===== src/rtl/raw_fetch_sequencer.sv =====
// raw_fetch_sequencer
//
// Fetches the display bytes of one active line from video memory over a
// request/acknowledge port, buffers them in a 2-entry prefetch FIFO and hands
// them to the raw pixel serializer one byte per byte period. The byte period
// is 8 clocks, or 16 clocks when the line-latched Divider is set.
//
// Ports
//   Clk, nReset      pixel clock, asynchronous active-low reset
//   Enable           display enable; low forces the block idle
//   LineStart        one-cycle pulse that (re)starts a line
//   BaseAddr         address of the first byte of the line (sampled on LineStart)
//   ModeIn, CssIn    host mode / colour set (sampled on LineStart)
//   MemReq, MemAddr  memory read request and address
//   MemAck, MemData  read acknowledge with same-cycle data
//   Data, Load       byte to the serializer and its one-cycle capture strobe
//   Mode, Css        line-latched mode and colour set
//   Divider          line-latched pixel-rate divider (ModeIn[0])
//   LineDone         pulses with the final Load of a line
//   Underrun         sticky per line: a byte slot found the FIFO empty
module raw_fetch_sequencer #(
    parameter int unsigned LINE_BYTES = 32,
    parameter int unsigned ADDR_W     = 16
) (
    input  logic              Clk,
    input  logic              nReset,
    input  logic              Enable,
    input  logic              LineStart,
    input  logic [ADDR_W-1:0] BaseAddr,
    input  logic [3:0]        ModeIn,
    input  logic              CssIn,
    output logic              MemReq,
    output logic [ADDR_W-1:0] MemAddr,
    input  logic              MemAck,
    input  logic [7:0]        MemData,
    output logic [7:0]        Data,
    output logic              Load,
    output logic [3:0]        Mode,
    output logic              Css,
    output logic              Divider,
    output logic              LineDone,
    output logic              Underrun
);

    localparam logic [7:0] LineBytes = 8'(LINE_BYTES);

    typedef enum logic [1:0] {
        StIdle,
        StFetch,
        StDrain
    } state_t;

    state_t            state_q, state_d;
    logic [ADDR_W-1:0] addr_q, addr_d;
    logic [7:0]        fetch_rem_q, fetch_rem_d;
    logic [7:0]        emit_rem_q, emit_rem_d;
    logic [7:0]        fifo_q [2];
    logic [7:0]        fifo_d [2];
    logic              rd_ptr_q, rd_ptr_d;
    logic              wr_ptr_q, wr_ptr_d;
    logic [1:0]        count_q, count_d;
    logic              running_q, running_d;
    logic [3:0]        phase_q, phase_d;
    logic              mem_req_q, mem_req_d;
    logic [7:0]        data_q, data_d;
    logic              load_q, load_d;
    logic [3:0]        mode_q, mode_d;
    logic              css_q, css_d;
    logic              div_q, div_d;
    logic              done_q, done_d;
    logic              underrun_q, underrun_d;

    logic              push;
    logic              slot;
    logic              pop;
    logic [3:0]        phase_max;

    assign phase_max = div_q ? 4'd15 : 4'd7;

    always_comb begin
        state_d     = state_q;
        addr_d      = addr_q;
        fetch_rem_d = fetch_rem_q;
        emit_rem_d  = emit_rem_q;
        fifo_d      = fifo_q;
        rd_ptr_d    = rd_ptr_q;
        wr_ptr_d    = wr_ptr_q;
        count_d     = count_q;
        running_d   = running_q;
        phase_d     = phase_q;
        data_d      = data_q;
        load_d      = 1'b0;
        mode_d      = mode_q;
        css_d       = css_q;
        div_d       = div_q;
        done_d      = 1'b0;
        underrun_d  = underrun_q;
        push        = 1'b0;
        slot        = 1'b0;
        pop         = 1'b0;

        if (!Enable) begin
            // Forced idle: drop buffered bytes, keep the serializer-facing values.
            state_d   = StIdle;
            count_d   = 2'd0;
            rd_ptr_d  = 1'b0;
            wr_ptr_d  = 1'b0;
            running_d = 1'b0;
        end else if (LineStart) begin
            // Restart from any state; in-flight acks on this edge are dropped.
            state_d     = StFetch;
            addr_d      = BaseAddr;
            fetch_rem_d = LineBytes;
            emit_rem_d  = LineBytes;
            count_d     = 2'd0;
            rd_ptr_d    = 1'b0;
            wr_ptr_d    = 1'b0;
            underrun_d  = 1'b0;
            running_d   = 1'b0;
            phase_d     = 4'd0;
            mode_d      = ModeIn;
            css_d       = CssIn;
            div_d       = ModeIn[0];
        end else begin
            // mem_req_q is only high in FETCH with room, so an ack here is a valid push.
            push = mem_req_q && MemAck;
            slot = running_q && (phase_q == 4'd0);
            pop  = slot && (count_q != 2'd0);

            if (push) begin
                fifo_d[wr_ptr_q] = MemData;
                wr_ptr_d         = ~wr_ptr_q;
                addr_d           = addr_q + ADDR_W'(1);
                fetch_rem_d      = fetch_rem_q - 8'd1;
            end

            if (running_q) begin
                phase_d = (phase_q == phase_max) ? 4'd0 : phase_q + 4'd1;
            end

            if (state_q == StFetch && fetch_rem_d == 8'd0) begin
                state_d = StDrain;
            end

            if (slot) begin
                load_d     = 1'b1;
                emit_rem_d = emit_rem_q - 8'd1;
                if (pop) begin
                    data_d   = fifo_q[rd_ptr_q];
                    rd_ptr_d = ~rd_ptr_q;
                end else begin
                    // Slot with nothing buffered: still strobe, but with a blank byte.
                    data_d     = 8'h00;
                    underrun_d = 1'b1;
                end
                if (emit_rem_q == 8'd1) begin
                    done_d    = 1'b1;
                    running_d = 1'b0;
                    state_d   = StIdle;
                end
            end

            count_d = count_q + {1'b0, push} - {1'b0, pop};

            // Start emitting once two bytes are buffered, or the last byte of a
            // short line has arrived.
            if (!running_q && state_q != StIdle && emit_rem_q != 8'd0 &&
                (count_d == 2'd2 || (count_d == 2'd1 && fetch_rem_d == 8'd0))) begin
                running_d = 1'b1;
                phase_d   = 4'd0;
            end
        end

        mem_req_d = (state_d == StFetch) && (fetch_rem_d != 8'd0) && (count_d != 2'd2);
    end

    always_ff @(posedge Clk or negedge nReset) begin
        if (!nReset) begin
            state_q     <= StIdle;
            addr_q      <= '0;
            fetch_rem_q <= 8'd0;
            emit_rem_q  <= 8'd0;
            fifo_q[0]   <= 8'd0;
            fifo_q[1]   <= 8'd0;
            rd_ptr_q    <= 1'b0;
            wr_ptr_q    <= 1'b0;
            count_q     <= 2'd0;
            running_q   <= 1'b0;
            phase_q     <= 4'd0;
            mem_req_q   <= 1'b0;
            data_q      <= 8'd0;
            load_q      <= 1'b0;
            mode_q      <= 4'd0;
            css_q       <= 1'b0;
            div_q       <= 1'b0;
            done_q      <= 1'b0;
            underrun_q  <= 1'b0;
        end else begin
            state_q     <= state_d;
            addr_q      <= addr_d;
            fetch_rem_q <= fetch_rem_d;
            emit_rem_q  <= emit_rem_d;
            fifo_q      <= fifo_d;
            rd_ptr_q    <= rd_ptr_d;
            wr_ptr_q    <= wr_ptr_d;
            count_q     <= count_d;
            running_q   <= running_d;
            phase_q     <= phase_d;
            mem_req_q   <= mem_req_d;
            data_q      <= data_d;
            load_q      <= load_d;
            mode_q      <= mode_d;
            css_q       <= css_d;
            div_q       <= div_d;
            done_q      <= done_d;
            underrun_q  <= underrun_d;
        end
    end

    assign MemReq   = mem_req_q;
    assign MemAddr  = addr_q;
    assign Data     = data_q;
    assign Load     = load_q;
    assign Mode     = mode_q;
    assign Css      = css_q;
    assign Divider  = div_q;
    assign LineDone = done_q;
    assign Underrun = underrun_q;

endmodule


===== config.mk =====
export PLATFORM = sky130hd
export DESIGN_NAME = raw_fetch_sequencer
export DESIGN_NICKNAME = d
export VERILOG_FILES = /design/src/rtl/raw_fetch_sequencer.sv
export SDC_FILE = /design/constraint.sdc
export NUM_CORES = 1
export LEC_CHECK = 0
export CAP_MARGIN = 20
export CORE_ASPECT_RATIO = 0.7
export CORE_UTILIZATION = 50
export CTS_CLUSTER_DIAMETER = 50
export CTS_CLUSTER_SIZE = 20
export DETAILED_ROUTE_END_ITERATION = 8
export PLACE_DENSITY = 0.8
export SYNTH_ARGS = -nofsm -noshare
export SYNTH_HDL_FRONTEND = slang
export SYNTH_SLANG_ARGS = --single-unit

===== constraint.sdc =====
create_clock -name Clk -period 3.41 [get_ports Clk]
set_clock_uncertainty 0.15 [all_clocks]
set_input_delay 0.341 -clock Clk [delete_from_list [all_inputs] [get_ports Clk]]
set_output_delay 0.341 -clock Clk [all_outputs]
set_load 0.01 [all_outputs]

==> impl_summary.log <==
[metrics] Post-Synthesis Cells: around 400
[metrics] post-cts resize count: 0
[metrics] Final setup viols: 0
[metrics] remaining global-route overflow: 0
[metrics] Clk Tree Root Cell: sky130_fd_sc_hd__clkbuf_8
[metrics] Max Clock Freq: between 300 and 400 MHz
[metrics] wire per inst: 15.9 um
[metrics] total CTS buffers: 9
[metrics] I/O pin total: 68
[metrics] via count of the first global-routing pass: a little over 3000
[metrics] slew of the pin with the lowest slew margin: 0.946 ns
[metrics] average footprint of a synthesized cell: roughly 9.7 um^2
[metrics] CTS tree: yes
[metrics] number of synthesized flops with an enable pin: 0
[metrics] Synthesis Warnings: 0
[metrics] antenna cell count: 0
[metrics] power per unit of standard cell area: ~460 nW/um^2
[metrics] post-synthesis sequential area ratio: around half
[metrics] result of the run: finished, violations left
[metrics] first-pass detailed-route iteration total: 4
[metrics] die extent in x: 107 um
[metrics] gr usage total: 24.1%
[metrics] post-route setup TNS: 0 ns
[metrics] number of different library cells in the post-synthesis netlist: 53
[metrics] cell type with the highest occurrence count on the critical path: sky130_fd_sc_hd__ha_1
[metrics] peak per-stage delay on the critical path: ~0.43 ns
[metrics] Main synth FF type: sky130_fd_sc_hd__dfrtp_1
[metrics] # clock sinks: 76
[metrics] Static Leak: about 0.0020 uW
[metrics] IO Port Bufs: 67
[metrics] async set or reset register ratio after synthesis: 100%
[metrics] count of antenna-violating nets left after detailed routing: 0
[metrics] Final Critical Period: 3.12 ns
[metrics] Synth Net Count: roughly 440
[metrics] maximum resistive drop on vdd: approximately 0.00024 V
[metrics] startpoint-to-endpoint class of the critical path: reg -> reg
[metrics] final wirelength: slightly above 9000 um
[metrics] Slowest-stage cell, CP: sky130_fd_sc_hd__dfrtp_1
[metrics] number of DRC violations after detailed-routing iteration 0: about 230
[metrics] netlist area before placement: approximately 3900 um^2
[metrics] Final GP Congestion: 0.839
[metrics] core outline area: 7420 um^2
[metrics] critical path, cell by cell: inv_1 > ha_1 > nand2_1 > nor4_1 > buf_4 > ha_1 > inv_1 > ha_1 > xor2_1 > xnor2_1 > and3_1 > a31oi_1 > o21ai_1 > a41oi_1
[metrics] Critical Path AT: about 3.2 ns
[metrics] largest net degree at the start of global routing: 77
[metrics] CP startpoint kind: flip-flop
[metrics] number of hold violations in the final report: 15
[metrics] Vert. Die Dim: 75.7 um
[metrics] initial cell density of the core: between 50% and 60%
[metrics] final routed DRC violation total: 0
[metrics] required time of the critical path: 3.52 ns
[metrics] placed wire-length estimate: roughly 6400 um
[metrics] Area Overhead vs Synth: 25.1%
[metrics] endpoint kind of the worst setup timing path: flip-flop
[metrics] Cell Count, Final, Fillers Out: about 570
[metrics] source-to-sink clock delay at the later pin of the worst-skew pair: around 0.35 ns
[metrics] worst-case clock buffer depth: 2
[metrics] placed instance count: 555
[metrics] initial antenna violation count: 0
[metrics] wire length of the first global-routing pass: around 15000 um
[metrics] per-cell via count in the routed design: ~5.7
[metrics] minimum hold slack: -0.0223 ns
[metrics] maximum fanout count along the critical path: 5
[metrics] detailed-route via count: 3276
[metrics] number of buffers added to fix hold violations after cts: 0
[metrics] clock transition at the registers of the reported paths: approximately 0.09 ns
[metrics] worst r2r path cells: 14
[metrics] Yosys reg bits: 76
[metrics] fraction of final layout cells with drive strength greater than 1: about an eighth
[metrics] Layout Nets: between 500 and 600
[metrics] row cnt: 26
[metrics] buffers inserted by post-CTS timing repair: 0
[metrics] Max Slew Vio Count: 0
[metrics] maximum level of the CTS H-tree: 3
[metrics] worst relative slew slack: 36.9%
[metrics] worst min path class: in -> async
[metrics] violated checks: hold timing
[metrics] unrepaired setup endpoints after global routing: no
[metrics] total die area: between 8000 and 9000 um^2
[metrics] period utilisation layout: ~90%
[metrics] max-cap violation count: 0
## per-layer routing
| layer | GRT usage, % | wire length [um] | vias up |
|---|---|---|---|
| li1 | - | - | 1578 |
| met1 | 34.4 | 4390 | 1587 |
| met2 | 36.4 | 4130 | 99 |
| met3 | 5.90 | 444 | 12 |
| met4 | 7.76 | 127 | 0 |
| met5 | 0 | 0 | - |
## stage by stage
step	util (%)	total power, uW	setup WS, ns	cell area [um^2]
5_1_grt	65.5	2380	0.0759	4860
6_report	65.5	2260	0.290	4860
3_3_place_gp	62.8	1560	0.376	4660
4_1_cts	65.5	2270	0.319	4860
3_5_place_dp	62.8	1580	0.265	4660
2_1_floorplan	-	1370	0.500	3880
## critical path, delay by kind of cell, from the launching register on
kind	cells	cell delay [ns]
XOR/XNOR	2	0.30
AO/OA/AOI/OAI	3	0.80
adder cells (fa/ha/maj)	3	0.51
buffers and inverters	3	0.33
AND/OR/NAND/NOR	3	0.52
flip-flops	1	0.43
## path summary, 6_finish.rpt
path                       slack (ns)        from          to
max                              0.29  phase_q[1]  phase_q[3]
min in group Clk                 0.34     Data[0]     Data[0]
min reg2reg                      0.34     Data[0]     Data[0]
max in group asynchronous        2.51      nReset   fifo_q[9]
max reg2reg                      0.29  phase_q[1]  phase_q[3]
min                             -0.02      nReset  MemAddr[3]
## layout make-up
type | count | area [um^2]
Fill cell | 606 | 2560
Clock buffer | 9 | 124
Sequential cell | 76 | 1900
Tap cell | 98 | 123
Inverter | 17 | 63.8
Multi-Input combinational cell | 288 | 1830
Clock inverter | 7 | 76.3
Timing Repair Buffer | 76 | 736
## flip-flops by register name, summed over array words and instances, names as in the netlist, 2 cells and up
name         count
Data             8
MemAddr         16
Mode             4
count_q          2
emit_rem_q       8
fetch_rem_q      8
fifo_q          16
phase_q          4
state_q          2
## synth_stat cells (3+ instances only)
cell type / n / share of area [%]
sky130_fd_sc_hd__dfrtp_1: 76 / 49
sky130_fd_sc_hd__nor3_1: 9 / 1.2
sky130_fd_sc_hd__inv_1: 15 / 1.5
sky130_fd_sc_hd__nand4_1: 6 / 0.97
sky130_fd_sc_hd__clkbuf_1: 12 / 1.2
sky130_fd_sc_hd__nor4_1: 8 / 1.3
sky130_fd_sc_hd__o22ai_1: 3 / 0.48
sky130_fd_sc_hd__or3_1: 3 / 0.48
sky130_fd_sc_hd__and3_1: 4 / 0.64
sky130_fd_sc_hd__o2bb2ai_1: 8 / 1.8
sky130_fd_sc_hd__xnor2_1: 4 / 0.90
sky130_fd_sc_hd__mux2i_1: 15 / 3.9
sky130_fd_sc_hd__buf_1: 4 / 0.39
sky130_fd_sc_hd__nand3_1: 8 / 1.0
sky130_fd_sc_hd__a22o_1: 3 / 0.68
sky130_fd_sc_hd__a21oi_1: 28 / 3.6
sky130_fd_sc_hd__a31oi_1: 4 / 0.64
sky130_fd_sc_hd__nor2_1: 35 / 3.4
sky130_fd_sc_hd__nand2_1: 45 / 4.4
sky130_fd_sc_hd__o21ai_0: 42 / 5.4
sky130_fd_sc_hd__mux2_2: 21 / 6.1
sky130_fd_sc_hd__ha_1: 8 / 2.6
## logic make-up after synthesis
logic type | synth area share (%)
AO/OA/AOI/OAI | 16.5
XOR/XNOR | 1.35
adder cells (fa/ha/maj) | 2.58
buffers and inverters | 3.83
flip-flops | 49.0
multiplexers | 9.96
AND/OR/NAND/NOR | 16.8
## power by group
| part | internal (uW) | switching, uW | leakage [uW] |
|---|---|---|---|
| Clock | 342 | 351 | 0.0000958 |
| Combinational | 244 | 207 | 0.000945 |
| Sequential | 1000 | 112 | 0.000988 |
| Total | 1590 | 669 | 0.00203 |
## cells in the final DEF (no fill, tap or decap), drive strengths merged, types with 5 or more instances in the layout
cell,count
mux2,21
or3,5
mux2i,15
inv,18
nand4,6
clkdlybuf4s50,66
nand2,45
clkbuf,9
o21ai,43
nor4,8
dfrtp,76
a21oi,28
ha,8
o2bb2ai,8
nand3,8
nor2,36
and3,5
buf,10
nor3,9
Note: power is estimated with default switching activity, not from simulation.
